**config.mk**
```make
export PLATFORM = sky130hd
export DESIGN_NAME = axil_cfg_master
export DESIGN_NICKNAME = d
export VERILOG_FILES = /design/src/rtl/daq_axil_pkg.sv /design/src/rtl/axil_cfg_master.sv
export SDC_FILE = /design/constraint.sdc
export NUM_CORES = 1
export LEC_CHECK = 0
export ABC_AREA = 0
export BUFFER_PORTS_ARGS = -buffer_cell sky130_fd_sc_hd__buf_2
export CORE_ASPECT_RATIO = 1.1
export CORE_MARGIN = 10
export CORE_UTILIZATION = 35
export DETAILED_ROUTE_END_ITERATION = 16
export GPL_TIMING_DRIVEN = 0
export PLACE_DENSITY = 0.66
export SETUP_SLACK_MARGIN = 0.2
export SYNTH_ARGS = -nofsm -noshare
export SYNTH_HDL_FRONTEND = slang
export SYNTH_SLANG_ARGS = --single-unit
```
**constraint.sdc**
```tcl
create_clock -name m_axi_ps_clk -period 2.4 [get_ports m_axi_ps_clk]
set_input_delay 0.24 -clock m_axi_ps_clk [delete_from_list [all_inputs] [get_ports m_axi_ps_clk]]
set_output_delay 0.24 -clock m_axi_ps_clk [all_outputs]
set_load 0.1 [all_outputs]
```
**src/rtl/daq_axil_pkg.sv**
```systemverilog
// Shared types for the DAQ register-map AXI4-Lite configuration master.
// Holds the FSM state encoding, the AXI response codes and the latched response status.
package daq_axil_pkg;

  typedef enum logic [2:0] {
    ST_IDLE,
    ST_WR_REQ,
    ST_WR_RESP,
    ST_RD_REQ,
    ST_RD_DATA,
    ST_RSP
  } axil_state_e;

  localparam logic [1:0] RESP_OKAY   = 2'b00;
  localparam logic [1:0] RESP_EXOKAY = 2'b01;
  localparam logic [1:0] RESP_SLVERR = 2'b10;
  localparam logic [1:0] RESP_DECERR = 2'b11;

  typedef struct packed {
    logic       write;
    logic [1:0] prot;
  } axil_cmd_hdr_t;

  typedef struct packed {
    logic [1:0] resp;
    logic       timeout;
  } axil_rsp_stat_t;

endpackage

```
**src/rtl/axil_cfg_master.sv**
```systemverilog
// Single-outstanding AXI4-Lite initiator turning a command stream into regmap accesses.
// Optional watchdog enabled by defining AXIL_CFG_TIMEOUT_EN (default build waits forever).
module axil_cfg_master
  import daq_axil_pkg::*;
#(
  parameter int ADDR_W         = 32,
  parameter int DATA_W         = 32,
  parameter int TIMEOUT_CYCLES = 1024
) (
  input  logic                m_axi_ps_clk,
  input  logic                m_axi_ps_aresetn,
  input  logic                cmd_valid,
  output logic                cmd_ready,
  input  logic                cmd_write,
  input  logic [ADDR_W-1:0]   cmd_addr,
  input  logic [DATA_W-1:0]   cmd_wdata,
  input  logic [DATA_W/8-1:0] cmd_wstrb,
  output logic                rsp_valid,
  input  logic                rsp_ready,
  output logic [DATA_W-1:0]   rsp_rdata,
  output logic [1:0]          rsp_resp,
  output logic                rsp_timeout,
  output logic [ADDR_W-1:0]   m_axi_ps_awaddr,
  output logic [2:0]          m_axi_ps_awprot,
  output logic                m_axi_ps_awvalid,
  input  logic                m_axi_ps_awready,
  output logic [DATA_W-1:0]   m_axi_ps_wdata,
  output logic [DATA_W/8-1:0] m_axi_ps_wstrb,
  output logic                m_axi_ps_wvalid,
  input  logic                m_axi_ps_wready,
  input  logic [1:0]          m_axi_ps_bresp,
  input  logic                m_axi_ps_bvalid,
  output logic                m_axi_ps_bready,
  output logic [ADDR_W-1:0]   m_axi_ps_araddr,
  output logic [2:0]          m_axi_ps_arprot,
  output logic                m_axi_ps_arvalid,
  input  logic                m_axi_ps_arready,
  input  logic [DATA_W-1:0]   m_axi_ps_rdata,
  input  logic [1:0]          m_axi_ps_rresp,
  input  logic                m_axi_ps_rvalid,
  output logic                m_axi_ps_rready
);

  axil_state_e         state_q, state_d;
  logic                cmd_ready_q, cmd_ready_d;
  logic [ADDR_W-1:0]   awaddr_q, awaddr_d, araddr_q, araddr_d;
  logic [DATA_W-1:0]   wdata_q, wdata_d, rsp_rdata_q, rsp_rdata_d;
  logic [DATA_W/8-1:0] wstrb_q, wstrb_d;
  logic                awvalid_q, awvalid_d, wvalid_q, wvalid_d, arvalid_q, arvalid_d;
  logic                bready_q, bready_d, rready_q, rready_d, rsp_valid_q, rsp_valid_d;
  axil_rsp_stat_t      rsp_stat_q, rsp_stat_d;
  logic                rsp_done;
  logic                aw_done, w_done;

  // Done flags look at the registered valid only, so ready never feeds a valid combinationally.
  assign aw_done  = !awvalid_q || m_axi_ps_awready;
  assign w_done   = !wvalid_q  || m_axi_ps_wready;
  assign rsp_done = (state_q == ST_WR_RESP && m_axi_ps_bvalid && bready_q) ||
                    (state_q == ST_RD_DATA && m_axi_ps_rvalid && rready_q);

`ifdef AXIL_CFG_TIMEOUT_EN
  localparam int CNT_W = $clog2(TIMEOUT_CYCLES) + 1;
  logic [CNT_W-1:0] tmo_cnt_q, tmo_cnt_d;
  logic             waiting;
  assign waiting = (state_q == ST_WR_REQ) || (state_q == ST_WR_RESP) ||
                   (state_q == ST_RD_REQ) || (state_q == ST_RD_DATA);
`endif

  always_comb begin
    state_d     = state_q;
    cmd_ready_d = cmd_ready_q;
    awaddr_d    = awaddr_q;
    araddr_d    = araddr_q;
    wdata_d     = wdata_q;
    wstrb_d     = wstrb_q;
    awvalid_d   = awvalid_q;
    wvalid_d    = wvalid_q;
    arvalid_d   = arvalid_q;
    bready_d    = bready_q;
    rready_d    = rready_q;
    rsp_valid_d = rsp_valid_q;
    rsp_rdata_d = rsp_rdata_q;
    rsp_stat_d  = rsp_stat_q;
    case (state_q)
      ST_IDLE: begin
        if (cmd_valid && cmd_ready_q) begin
          cmd_ready_d = 1'b0;
          if (cmd_write) begin
            awaddr_d  = cmd_addr;
            wdata_d   = cmd_wdata;
            wstrb_d   = cmd_wstrb;
            awvalid_d = 1'b1;
            wvalid_d  = 1'b1;
            state_d   = ST_WR_REQ;
          end else begin
            araddr_d  = cmd_addr;
            arvalid_d = 1'b1;
            state_d   = ST_RD_REQ;
          end
        end
      end
      ST_WR_REQ: begin
        if (awvalid_q && m_axi_ps_awready) awvalid_d = 1'b0;
        if (wvalid_q && m_axi_ps_wready)   wvalid_d  = 1'b0;
        if (aw_done && w_done) begin
          bready_d = 1'b1;
          state_d  = ST_WR_RESP;
        end
      end
      ST_WR_RESP: begin
        if (m_axi_ps_bvalid && bready_q) begin
          bready_d    = 1'b0;
          rsp_rdata_d = '0;
          rsp_stat_d  = '{resp: m_axi_ps_bresp, timeout: 1'b0};
          rsp_valid_d = 1'b1;
          state_d     = ST_RSP;
        end
      end
      ST_RD_REQ: begin
        if (m_axi_ps_arready) begin
          arvalid_d = 1'b0;
          rready_d  = 1'b1;
          state_d   = ST_RD_DATA;
        end
      end
      ST_RD_DATA: begin
        if (m_axi_ps_rvalid && rready_q) begin
          rready_d    = 1'b0;
          rsp_rdata_d = m_axi_ps_rdata;
          rsp_stat_d  = '{resp: m_axi_ps_rresp, timeout: 1'b0};
          rsp_valid_d = 1'b1;
          state_d     = ST_RSP;
        end
      end
      ST_RSP: begin
        if (rsp_ready) begin
          rsp_valid_d = 1'b0;
          cmd_ready_d = 1'b1;
          state_d     = ST_IDLE;
        end
      end
      default: state_d = ST_IDLE;
    endcase
`ifdef AXIL_CFG_TIMEOUT_EN
    tmo_cnt_d = tmo_cnt_q;
    if (state_q == ST_IDLE) tmo_cnt_d = '0;
    else if (waiting)       tmo_cnt_d = tmo_cnt_q + 1'b1;
    // Expiry aborts the transaction unless a real response lands on the same edge.
    if (waiting && tmo_cnt_q == CNT_W'(TIMEOUT_CYCLES - 1) && !rsp_done) begin
      awvalid_d   = 1'b0;
      wvalid_d    = 1'b0;
      arvalid_d   = 1'b0;
      bready_d    = 1'b0;
      rready_d    = 1'b0;
      rsp_rdata_d = '0;
      rsp_stat_d  = '{resp: RESP_SLVERR, timeout: 1'b1};
      rsp_valid_d = 1'b1;
      state_d     = ST_RSP;
    end
`endif
  end

  always_ff @(posedge m_axi_ps_clk) begin
    if (!m_axi_ps_aresetn) begin
      state_q     <= ST_IDLE;
      cmd_ready_q <= 1'b0;
      awaddr_q    <= '0;
      araddr_q    <= '0;
      wdata_q     <= '0;
      wstrb_q     <= '0;
      awvalid_q   <= 1'b0;
      wvalid_q    <= 1'b0;
      arvalid_q   <= 1'b0;
      bready_q    <= 1'b0;
      rready_q    <= 1'b0;
      rsp_valid_q <= 1'b0;
      rsp_rdata_q <= '0;
      rsp_stat_q  <= '0;
    end else begin
      state_q     <= state_d;
      // cmd_ready rises one cycle after reset release or after the response is taken.
      cmd_ready_q <= (state_q == ST_IDLE && !cmd_ready_q) ? 1'b1 : cmd_ready_d;
      awaddr_q    <= awaddr_d;
      araddr_q    <= araddr_d;
      wdata_q     <= wdata_d;
      wstrb_q     <= wstrb_d;
      awvalid_q   <= awvalid_d;
      wvalid_q    <= wvalid_d;
      arvalid_q   <= arvalid_d;
      bready_q    <= bready_d;
      rready_q    <= rready_d;
      rsp_valid_q <= rsp_valid_d;
      rsp_rdata_q <= rsp_rdata_d;
      rsp_stat_q  <= rsp_stat_d;
    end
  end

`ifdef AXIL_CFG_TIMEOUT_EN
  always_ff @(posedge m_axi_ps_clk) begin
    if (!m_axi_ps_aresetn) tmo_cnt_q <= '0;
    else                   tmo_cnt_q <= tmo_cnt_d;
  end
`endif

  assign cmd_ready        = cmd_ready_q;
  assign rsp_valid        = rsp_valid_q;
  assign rsp_rdata        = rsp_rdata_q;
  assign rsp_resp         = rsp_stat_q.resp;
  assign rsp_timeout      = rsp_stat_q.timeout;
  assign m_axi_ps_awaddr  = awaddr_q;
  assign m_axi_ps_awprot  = 3'b000;
  assign m_axi_ps_awvalid = awvalid_q;
  assign m_axi_ps_wdata   = wdata_q;
  assign m_axi_ps_wstrb   = wstrb_q;
  assign m_axi_ps_wvalid  = wvalid_q;
  assign m_axi_ps_bready  = bready_q;
  assign m_axi_ps_araddr  = araddr_q;
  assign m_axi_ps_arprot  = 3'b000;
  assign m_axi_ps_arvalid = arvalid_q;
  assign m_axi_ps_rready  = rready_q;

endmodule

```
==> results by group <==
Placed design
  – Placed Cells: 1142
  – Pre-CTS WS: 0.2980 ns
  – Gpl congestion: 0.8065
  – DPL Wire Length: 14750 um
  – I/O Buffers: 253

Drt
  – WL final: 18810 um
  – TritonRoute pass-1 iters: 4
  – Vias: 5304
  – Routed WL per cell: 16.01 um
  – Via density: 4.514
  – DRC errors left: 0
  – Initial DRC Count: 226
  – Final ANT Viol Nets: 0

Synth
  – Number of enable flip-flop cells after synthesis: 0
  – Compound-cell area share of the yosys netlist: roughly 16%
  – Largest family of logic cells by synthesized area: simple AND/OR/NAND/NOR gates
  – Cell count after synthesis: 675
  – Synth Area in Adders: 0%
  – Most area-consuming cells after synthesis: dfxtp_1 (48%), nand2_1 (14%), a21boi_1 (12%), mux2i_1 (6.0%), nor2b_1 (3.6%)
  – Post-synthesis mux area share: 6.034%
  – Synth cell types: 34
  – Top cell type's share of synthesized area: 48.27%
  – Ys Warns: 0
  – Post-synth top area cell: dfxtp_1
  – Register bit count reported by yosys: between 100 and 150
  – Share of synthesized flip-flops with an asynchronous set or reset: 0%
  – Post-synthesis simple-gate area fraction: 23.42%
  – Register area share after synthesis: 48.27%
  – Primary FF master, synth: dfxtp_1
  – Xor/xnor share of the synthesized area: 0%
  – Cell Area, Synth: 0.005972 mm2
  – Mean Syn Cell Area: about 9 um2

Setup path
  – Worst reg2reg path depth: 8
  – Critical Path AT: 2.32 ns
  – WP data required: 2.74 ns
  – CP max FO: 10
  – Worst Path Buf+Inv: 4
  – Largest stage delay, worst path: 0.40 ns
  – FF-to-FF Start: state_q[0]$_SDFFE_PN0P_
  – CP max-delay cell: nor4_4
  – R2R Setup Slk: 0.43 ns
  – Crit start category: flip-flop
  – CP Cell Sequence: buf_6 -> or2_1 -> buf_6 -> nor4_4 -> clkbuf_4 -> buf_4 -> nand2_1 -> a21boi_1
  – CP delay by family, top: buffers and inverters
  – Critical path's most frequent cell: buf_6
  – Crit Reg-Reg Endpoint: m_axi_ps_wdata[7]$_SDFFE_PN0P_
  – Critical path class: reg -> reg
  – Critical path endpoint category: flip-flop

Clock tree
  – CTS max path bufs: 2
  – Clock sink count: 144
  – Clock slew seen by the registers of the worst setup and hold paths: 0.06 ns
  – CTS tree: done
  – Hold buffers post-CTS: 0
  – CTS root buf: clkbuf_16
  – # H-tree levels: 4
  – Clock Latency Late Sink: around 0.42 ns
  – Cts bufs inserted: 17

GRT
  – Largest net degree at the start of global routing: 17
  – Global-route wire length before repair: between 20000 and 30000 um
  – Initial antenna violation count: 0
  – Congestion Overflow GR: 0
  – Vias in the first global route: roughly 5.4k
  – Tot GR Track Use: 16.09%

Layout
  – Layout cells sized above 1: around 34%
  – Most common cell after layout, fill and taps aside: buf_2
  – Final net count: 1067
  – Final Util: 48.29%
  – Commonest non-fill, non-tap cells in the layout: buf_2 (264), nand2_1 (215), dfxtp_1 (143)
  – Synthesis-to-layout area growth: 36.58%
  – Layout Cells excl Fill: 1175

Timing
  – Final period util: 82.20%
  – Fin crit period: 1.973 ns
  – TNS Setup: 0 ns
  – Final Max Tran Viols: 0
  – RSZ-0062 raised after global routing: yes
  – Final Skew: 0.004383 ns
  – Worst slew margin: 55.67%
  – Max frequency: just over 500 MHz
  – Final Hold Fails: 0
  – Setup-failing EPs final: 0
  – Setup ws final: 0.4273 ns
  – Least-Margin Pin Slew: 0.6650 ns

Power
  – Flop pwr share: 33.9%
  – Switching Fraction: between 30% and 40%
  – P_leak: 0.003648 uW
  – Combinational share of power: 30.9%
  – Total chip power: 7896 uW
  – Power per cell area: just under 1000 mW/mm2
  – Int Power: 4853 uW
  – Clock power share: between 30% and 40%
  – Worst VDD drop: ~0.42 mV
  – Switching pwr: 3043 uW

Hold path
  – Worst hold stages: 3
  – Hold path startpoint: cmd_wdata[13]
  – Hold Crit Endpoint: m_axi_ps_wdata[13]$_SDFFE_PN0P_
  – Worst Hold Class: in -> reg

Die
  – Std-Cell Rows: 50
  – Initial Util: 35.36%
  – Die Ht: 157 um
  – Die area: 0.02269 mm2
  – Placeable Area: 0.01689 mm2
  – I/O pin cnt: 262
  – Die Wd: 144.5 um

Run status
  – Status: finished, final reports clean

Run
  – Max_cap viols: 0
kinds of logic after synthesis:
logic type      after synthesis
mux                          36
simple gates                304
compound gates              127
flops                       144
other cells                   1
buf+inv                      63
flip-flops by register name (all words and copies together) (netlist names):
name,count
m_axi_ps_wvalid,1
m_axi_ps_wstrb,4
rsp_rdata,32
state_q,3
rsp_resp,2
rsp_valid,1
m_axi_ps_arvalid,1
cmd_ready,1
m_axi_ps_rready,1
m_axi_ps_awaddr,32
m_axi_ps_awvalid,1
m_axi_ps_bready,1
m_axi_ps_araddr,32
m_axi_ps_wdata,32
routing by layer:
metal | global-route usage [%] | part of all wire, %
met3 | 8.017 | 11
met2 | 25.71 | 46
met5 | 0 | 0
met1 | 18.52 | 42
met4 | 4.672 | 0.98
worst max path at each step:
| stage | from | end | slack, ns | depth (start not counted) |
|---|---|---|---|---|
| 2_1_floorplan | m_axi_ps_rready$_SDFFE_PN0P_ | rsp_rdata[25]$_SDFFE_PN0P_ | 0.26 | 6 |
| 3_3_place_gp | state_q[0]$_SDFFE_PN0P_ | m_axi_ps_wdata[3]$_SDFFE_PN0P_ | 0.33 | 8 |
| 3_5_place_dp | state_q[0]$_SDFFE_PN0P_ | m_axi_ps_wstrb[1]$_SDFFE_PN0P_ | 0.30 | 8 |
| 4_1_cts | state_q[0]$_SDFFE_PN0P_ | m_axi_ps_wdata[5]$_SDFFE_PN0P_ | 0.29 | 8 |
| 5_1_grt | state_q[0]$_SDFFE_PN0P_ | m_axi_ps_wdata[3]$_SDFFE_PN0P_ | 0.19 | 8 |
| 6_report | state_q[0]$_SDFFE_PN0P_ | m_axi_ps_wdata[7]$_SDFFE_PN0P_ | 0.43 | 8 |
worst min-delay path: stages:
cell      delay (ns)
buf_2           0.09
nand2_1         0.04
a21boi_1        0.04
layout make-up:
class | instances | area [um2]
Fill cell | 1652 | 8735
Sequential cell | 144 | 2884
Multi-Input combinational cell | 474 | 2723
Timing Repair Buffer | 253 | 1266
Clock buffer | 20 | 466.7
Buffer | 58 | 377.9
Tap cell | 208 | 260.3
Clock inverter | 12 | 157.7
Inverter | 5 | 18.77
Antenna cell | 1 | 2.502
Yosys cell counts, drive strengths merged, types with 3 or more instances:
cell    instances
a21boi        103
a21oi           8
and2           32
buf            37
clkbuf         21
dfxtp         144
inv             5
mux2i          36
nand2         215
nand3           3
nand4b          3
nor2            5
nor2b          34
nor4            3
o211a           3
o21ai           7
power by group through the flow:
stage	registers, uW	logic (uW)	clock network, uW
detailed placement	2730	2450	0
floorplan	3880	799	0
global route	2700	2580	2970
global placement	2720	2450	0
finish	2670	2440	2780
CTS	2670	2460	2860
repair_timing:
item                                    in CTS  in global routing
endpoints found under the setup margin       0                 15
gates resized for setup                      0                  2
setup buffers                                0                  0
endpoints found under the hold margin        0                  0
metrics by stage:
stage	area [um2]	hold slack, ns
global route	8154	0.03954
detailed placement	7522	0.4420
CTS	8147	0.02841
finish	8157	0.05271
floorplan	5996	0.3749
global placement	7522	0.4384
Power figures use the tool's default switching activity.
